$ cat src/rtl/fetch_unit.sv
// rtl/fetch_unit.sv - program counter and instruction fetch stage
//
// Purpose: owns the PC, issues one instruction-memory request at a time,
// holds the returned instruction in a one-entry register for decode, and
// applies branch/jump redirects and halt.
//
// Ports:
//   clk, rst_n               clock (rising edge), asynchronous active-low reset
//   imem_req/imem_addr       memory request and address (address == pc)
//   imem_ack/imem_rdata      memory accept with same-cycle read data
//   instr/instr_valid        held instruction and its valid flag to decode
//   instr_ready              decode consumes instr this cycle
//   pc/pc_plus_1             address of held or in-flight instruction, and pc+1
//   take_branch/next_pc      redirect request and target
//   halt/halted              stop-fetch request, unit-is-halted indication

module fetch_unit #(
   parameter int unsigned PC_WIDTH    = 10,
   parameter int unsigned INSTR_WIDTH = 8,
   parameter int unsigned RESET_PC    = 0
) (
   input  logic                   clk,
   input  logic                   rst_n,
   output logic                   imem_req,
   output logic [PC_WIDTH-1:0]    imem_addr,
   input  logic                   imem_ack,
   input  logic [INSTR_WIDTH-1:0] imem_rdata,
   output logic [INSTR_WIDTH-1:0] instr,
   output logic                   instr_valid,
   input  logic                   instr_ready,
   output logic [PC_WIDTH-1:0]    pc,
   output logic [PC_WIDTH-1:0]    pc_plus_1,
   input  logic                   take_branch,
   input  logic [PC_WIDTH-1:0]    next_pc,
   input  logic                   halt,
   output logic                   halted
);

   localparam logic [PC_WIDTH-1:0] RESET_PC_L = PC_WIDTH'(RESET_PC);

   typedef enum logic [1:0] {
      S_START,
      S_FETCH,
      S_HOLD,
      S_HALTED
   } state_e;

   state_e                 state_q,     state_d;
   logic [PC_WIDTH-1:0]    pc_q,        pc_d;
   logic [INSTR_WIDTH-1:0] instr_q,     instr_d;
   logic                   redir_pend_q, redir_pend_d;
   logic [PC_WIDTH-1:0]    redir_tgt_q, redir_tgt_d;
   logic                   halt_pend_q, halt_pend_d;
   logic                   imem_req_q;
   logic                   instr_valid_q;
   logic                   halted_q;
   logic                   halt_now;

   assign pc_plus_1 = pc_q + PC_WIDTH'(1);

   // A halt seen this cycle counts as already pending so that a halt arriving
   // together with the completing event takes effect immediately.
   assign halt_now = halt_pend_q | halt;

   always_comb begin
      state_d      = state_q;
      pc_d         = pc_q;
      instr_d      = instr_q;
      redir_pend_d = redir_pend_q;
      redir_tgt_d  = redir_tgt_q;
      halt_pend_d  = halt_pend_q;

      case (state_q)
         S_START: begin
            state_d = S_FETCH;
         end

         S_FETCH: begin
            halt_pend_d = halt_now;
            if (imem_ack) begin
               // A redirect seen at any point during the request wins over
               // the returned data; the current-cycle target beats a stored one.
               if (take_branch) begin
                  pc_d = next_pc;
               end else if (redir_pend_q) begin
                  pc_d = redir_tgt_q;
               end
               redir_pend_d = 1'b0;
               if (halt_now) begin
                  state_d = S_HALTED;
               end else if (!(take_branch || redir_pend_q)) begin
                  instr_d = imem_rdata;
                  state_d = S_HOLD;
               end
            end else if (take_branch) begin
               // The request cannot be abandoned, so remember the target
               // until the ack arrives; a later redirect overwrites it.
               redir_tgt_d  = next_pc;
               redir_pend_d = 1'b1;
            end
         end

         S_HOLD: begin
            halt_pend_d = halt_now;
            // Redirect takes priority over a normal consume.
            if (take_branch || instr_ready) begin
               pc_d    = take_branch ? next_pc : pc_plus_1;
               state_d = halt_now ? S_HALTED : S_FETCH;
            end
         end

         S_HALTED: begin
         end

         default: begin
            state_d = S_START;
         end
      endcase
   end

   always_ff @(posedge clk or negedge rst_n) begin
      if (!rst_n) begin
         state_q       <= S_START;
         pc_q          <= RESET_PC_L;
         instr_q       <= '0;
         redir_pend_q  <= 1'b0;
         redir_tgt_q   <= '0;
         halt_pend_q   <= 1'b0;
         imem_req_q    <= 1'b0;
         instr_valid_q <= 1'b0;
         halted_q      <= 1'b0;
      end else begin
         state_q       <= state_d;
         pc_q          <= pc_d;
         instr_q       <= instr_d;
         redir_pend_q  <= redir_pend_d;
         redir_tgt_q   <= redir_tgt_d;
         halt_pend_q   <= halt_pend_d;
         imem_req_q    <= (state_d == S_FETCH);
         instr_valid_q <= (state_d == S_HOLD);
         halted_q      <= (state_d == S_HALTED);
      end
   end

   assign imem_req    = imem_req_q;
   assign imem_addr   = pc_q;
   assign instr       = instr_q;
   assign instr_valid = instr_valid_q;
   assign pc          = pc_q;
   assign halted      = halted_q;

endmodule

$ cat config.mk
export PLATFORM = sky130hd
export DESIGN_NAME = fetch_unit
export DESIGN_NICKNAME = d
export VERILOG_FILES = /design/src/rtl/fetch_unit.sv
export SDC_FILE = /design/constraint.sdc
export NUM_CORES = 1
export LEC_CHECK = 0
export BUFFER_PORTS_ARGS = -buffer_cell sky130_fd_sc_hd__buf_2
export CORE_UTILIZATION = 54
export DETAILED_ROUTE_END_ITERATION = 7
export PLACE_DENSITY = 0.85
export SETUP_SLACK_MARGIN = 0.3
export SLEW_MARGIN = 20
export SYNTH_ARGS = -nofsm -noshare
export SYNTH_HDL_FRONTEND = slang
export SYNTH_SLANG_ARGS = --single-unit
$ cat constraint.sdc
create_clock -name clk -period 2.9 [get_ports clk]
set_input_delay 0.29 -clock clk [delete_from_list [all_inputs] [get_ports clk]]
set_output_delay 0.29 -clock clk [all_outputs]
set_load 0.03 [all_outputs]
### Yosys cells after proc, flatten, opt, wreduce, memory -nomap -nowiden

Index checks and enable logic that the tools add are counted.

| cells by class | value |
|---|---|
| mux-type cells | 14 |
| add/sub/neg operators | 1 |
| bitwise logic cells | 4 |
| eq/ne operators | 8 |
| order comparisons | 0 |
| multipliers | 0 |
| divide/modulo/power cells | 0 |
| shift operators | 0 |
| reductions and logical operators | 10 |

Operator list:

| operator | count |
|---|---|
| 10-bit 2-to-1 mux | 5 |
| 10-bit case mux with 2 select lines | 1 |
| 10-bit by 1-bit adder with 10-bit output, second input constant | 1 |
| 2-bit 2-to-1 mux | 5 |
| 4-bit AND reduction | 2 |
| 2-bit == test, second input constant | 3 |
| 2-bit case mux with 3 select lines | 1 |
| 2-bit by 1-bit == test with 1-bit output, second input constant | 2 |
| 2-bit != test, second input constant | 2 |
| 2-bit nonzero test | 2 |
| 3-bit != test, second input constant | 1 |
| 1-bit NOT | 3 |
| 3-bit AND reduction | 1 |
| 2-bit zero test | 1 |
| 1-bit logical OR | 2 |
| 1-bit 2-to-1 mux | 2 |
| 2-bit AND reduction | 1 |
| 2-bit OR reduction | 1 |
| 1-bit bitwise OR | 1 |

| word-level totals | value |
|---|---|
| bits in latches | 0 |
| RAM bits | 0 |
| logic and storage cells | 46 |
| bits of input ports | 24 |
| memories | 0 |
| output and inout port bits | 41 |
| bits in registers | 35 |
| ROM bits | 0 |

### Logic depth before layout (Yosys ltp)

| logic depth | value |
|---|---|
| depth after elaboration | 6 |
| mapped depth | 8 |
| gate-level depth less buffers | 7 |

### Worst setup path before layout

Ideal clock, no wire load.

| timing path | value |
|---|---|
| path type | register to output |
| from | register pc_q[0] (netlist: imem_addr[0]) |
| to | output pc_plus_1[8] |
| cell stages (with the launch flop) | 5 |
| path buffers | 0 |
| arrival | 1,686 ps |
| data required time | 2,610 ps |
| path slack | 924 ps |
| path through | dfrtp_1 > ha_1 > inv_1 > or4_1 > nand2_1 |

| between the ends | value |
|---|---|
| word-level cells in the longest chain between the ends | 1 |

Ends and longest elaborated chain:

| element | line | text |
|---|---|---|
| start, declared | 49 | `logic [PC_WIDTH-1:0] pc_q, pc_d;` |
| start signal, assigned | 134 | `pc_q <= pc_d;` |
| 10-bit by 1-bit adder with 10-bit output | 59 | `assign pc_plus_1 = pc_q + PC_WIDTH'(1);` |
| end, declared | 32 | `output logic [PC_WIDTH-1:0] pc_plus_1,` |

Every way passes these cells.

### Final worst setup path

Ends and elaborated chain as after synthesis.

==> impl_metrics.json <==
{
  "status": "finished, violations left",
  "violations": "hold timing",
  "cp_max_fo": 9,
  "drcViolationCount": 0,
  "dpl.hpwl_mm": 3.04,
  "rsz0062_at_grt": "no",
  "finalCriticalPeriod_ps": 2370,
  "viasPerCell": 5.69,
  "synth_top_cell_area_share": 0.450,
  "postCtsHoldBufs": 0,
  "worst_pin_slew_ps": 747,
  "antenna_found_initial": 0,
  "hold_class": "in2async",
  "critical_path_class": "reg2out",
  "whs_ps": -1.63,
  "fillerInstances": 253,
  "final.setup.worst_slack_ps": 531,
  "place.gp.congestion": 0.803,
  "synthSimpleGateAreaFrac": 0.143,
  "synth_edf_count": 0,
  "arrival_ps": 2080,
  "synth_ff_type": "dfrtp_1",
  "overflow": 0,
  "synth_warnings": 0,
  "fin_nets": 266,
  "grt_use_met3": 0.0538,
  "cts_resized": 0,
  "ant_nets": 0,
  "synth_top_area_cell": "dfrtp_1",
  "start_util": 0.574,
  "final_cells": 283,
  "ys_seq_elements": 35,
  "drive_gt1_frac": 0.397,
  "r2r_start": "state_q[1]",
  "clk-insertion-delay-late_ps": 340,
  "first_iter_violations": 71,
  "die_h_um": 62.0,
  "fmax_mhz": 422,
  "placed_cells": 276,
  "vdd_drop_max_mv": 0.634,
  "finalCritPeriodShare": 0.817,
  "avgSynthCellArea_sq_um": 10.6,
  "synthXorXnorAreaFrac": 0.0135,
  "ys_types": 39,
  "hold_viol_final": 7,
  "grt.total_usage": 0.233,
  "dp_slack_ps": 611,
  "cts_sinks": 35,
  "power.density_nw_per_um2": 1180,
  "grt_max_degree": 36,
  "cts_tree": "built",
  "drtPass1Iterations": 4,
  "crit_start": "imem_addr[0]",
  "setup_viol": 0,
  "design.die.area_sq_um": 3850,
  "routedWlPerCell_um": 14.4,
  "synth_top_family_by_area": "multiplexers",
  "cts.path.max_buffers": 2,
  "start_kind": "flip-flop",
  "clock-root-buffer": "clkbuf_4",
  "crit_chain": "ha_1, inv_1, or4_1, nand2_1, buf_2",
  "die_w_um": 62.0,
  "slowest_stage": "dfrtp_1",
  "clk_pin_slew_ps": 100,
  "cts_setup_buffers": 0,
  "worst-path-buf-inv": 2,
  "core-area_sq_um": 3390,
  "num_antenna_cells": 0,
  "grt_use_met1": 0.293,
  "synth_fp_nets": 212,
  "gr-max-usage-layer": "met2",
  "synth-compound-area-share": 0.136,
  "ys_async_sr_fraction": 1.00,
  "vias": 1610,
  "io_buffers": 64,
  "leakage_uw": 0.00117,
  "muxShareOfSynthArea": 0.152,
  "netlist_top_cells_area": "dfrtp_1 45%, mux2_2 6.4%, mux2_4 6.2%, buf_4 4.6%, ha_1 3.2%",
  "netlist_instances": 183,
  "area_growth_pct": 16.6,
  "fin_tns_setup_ps": 0,
  "max_slew_margin": 0.502,
  "met2_usage": 0.375,
  "synth_area_sq_um": 1950,
  "row_count": 21,
  "numCtsBuffers": 5,
  "grt_pass1_vias": 1427,
  "worst_setup_path_end_kind": "primary output",
  "worstPathRequired_ps": 2610,
  "wirelength_mm": 4.09,
  "htreeDepth": 2,
  "pin_count": 65,
  "grt_pass1_wl_mm": 6.38,
  "finalClockSkew_ps": 12.2,
  "maxCapViolCount": 0,
  "cp_top_family": "simple AND/OR/NAND/NOR gates",
  "yosys.area_share.adder": 0.0321,
  "critical_path.max_stage_delay_ps": 530,
  "ys_seq_area_frac": 0.450,
  "drv_slew": 0
}
## metal layers
layer | part of all wire | wire length, um
met1 | 0.41 | 1690
met2 | 0.50 | 2030
met3 | 0.068 | 276
met4 | 0.021 | 85
met5 | 0 | 0
## kinds of logic after synthesis
group	count (synthesis)
DFF	35
adders and majority gates	5
muxes	24
AOI/OAI and AO/OA	39
buffers and inverters	25
and+or+nand+nor	52
xor gates and xnor gates	3
## registers in the layout (all words and copies together) (netlist names)
signal / flops
instr: 8
halt_pend_q: 1
state_q: 2
halted: 1
redir_pend_q: 1
imem_req: 1
instr_valid: 1
redir_tgt_q: 10
imem_addr: 10
## layout by cell type (no fill, tap or decap), drive strengths merged, types with 2 or more instances in the layout
| master | synthesis | routed |
|---|---|---|
| or3 | 4 | 4 |
| a31oi | 3 | 3 |
| a221o | 3 | 3 |
| inv | 8 | 8 |
| a2bb2oi | 2 | 2 |
| and3 | 5 | 5 |
| clkbuf | 3 | 6 |
| a311oi | 2 | 2 |
| mux2 | 21 | 21 |
| nor2 | 16 | 16 |
| dfrtp | 35 | 35 |
| a21oi | 5 | 5 |
| nand2 | 10 | 10 |
| a211o | 2 | 2 |
| nand3 | 6 | 6 |
| nand2b | 3 | 3 |
| a211oi | 2 | 2 |
| xnor2 | 2 | 2 |
| o31ai | 4 | 4 |
| nor3 | 2 | 2 |
| o21ai | 11 | 11 |
| a22oi | 2 | 2 |
| or4 | 2 | 2 |
| ha | 5 | 5 |
| buf | 14 | 64 |
| mux2i | 3 | 3 |
## synth_stat cells, drive strengths merged, types with 4 or more instances
cell / instances
or3: 4
o31ai: 4
inv: 8
nand3: 6
o21ai: 11
and3: 5
a21oi: 5
ha: 5
mux2: 21
buf: 14
nand2: 10
dfrtp: 35
nor2: 16
## layout make-up
class	count	area [sq um]	area share
well taps	46	57.6	0.0254
repair buffers	64	320	0.141
flip-flops and latches	35	876	0.386
inverters	8	30.0	0.0132
multi-input cells	123	930	0.410
clock buffers	6	51.3	0.0226
clock inverters	1	5.00	0.00221
## report_power, final
group	leakage, uW	switching (uW)	internal (uW)	total [uW]
clock network	0.0000341	154	112	266
registers	0.000433	203	677	881
logic	0.000706	995	526	1520
total	0.00117	1350	1320	2670
## metrics by stage
step | power (uW) | cell area (sq um) | hold slack (ps) | utilization
floorplan | 2090 | 1950 | -5.59 | -
detailed placement | 2420 | 2210 | 395 | 0.653
global route | 2870 | 2270 | 41.0 | 0.670
CTS | 2680 | 2270 | 13.2 | 0.670
finish | 2670 | 2270 | -1.63 | 0.670
global placement | 2380 | 2210 | 397 | 0.653
## path summary, 6_finish.rpt
check / to / slack, ps / depth (start not counted)
worst max register to register: instr[0] / 610 / 5
min in group clk: redir_pend_q / 160 / 2
worst max-delay path: pc_plus_1[8] / 530 / 5
worst min-delay path: imem_addr[5] / -2 / 1
worst min register to register: halt_pend_q / 460 / 1
max in group asynchronous: redir_tgt_q[0] / 2420 / 1
Power figures use the tool's default switching activity.
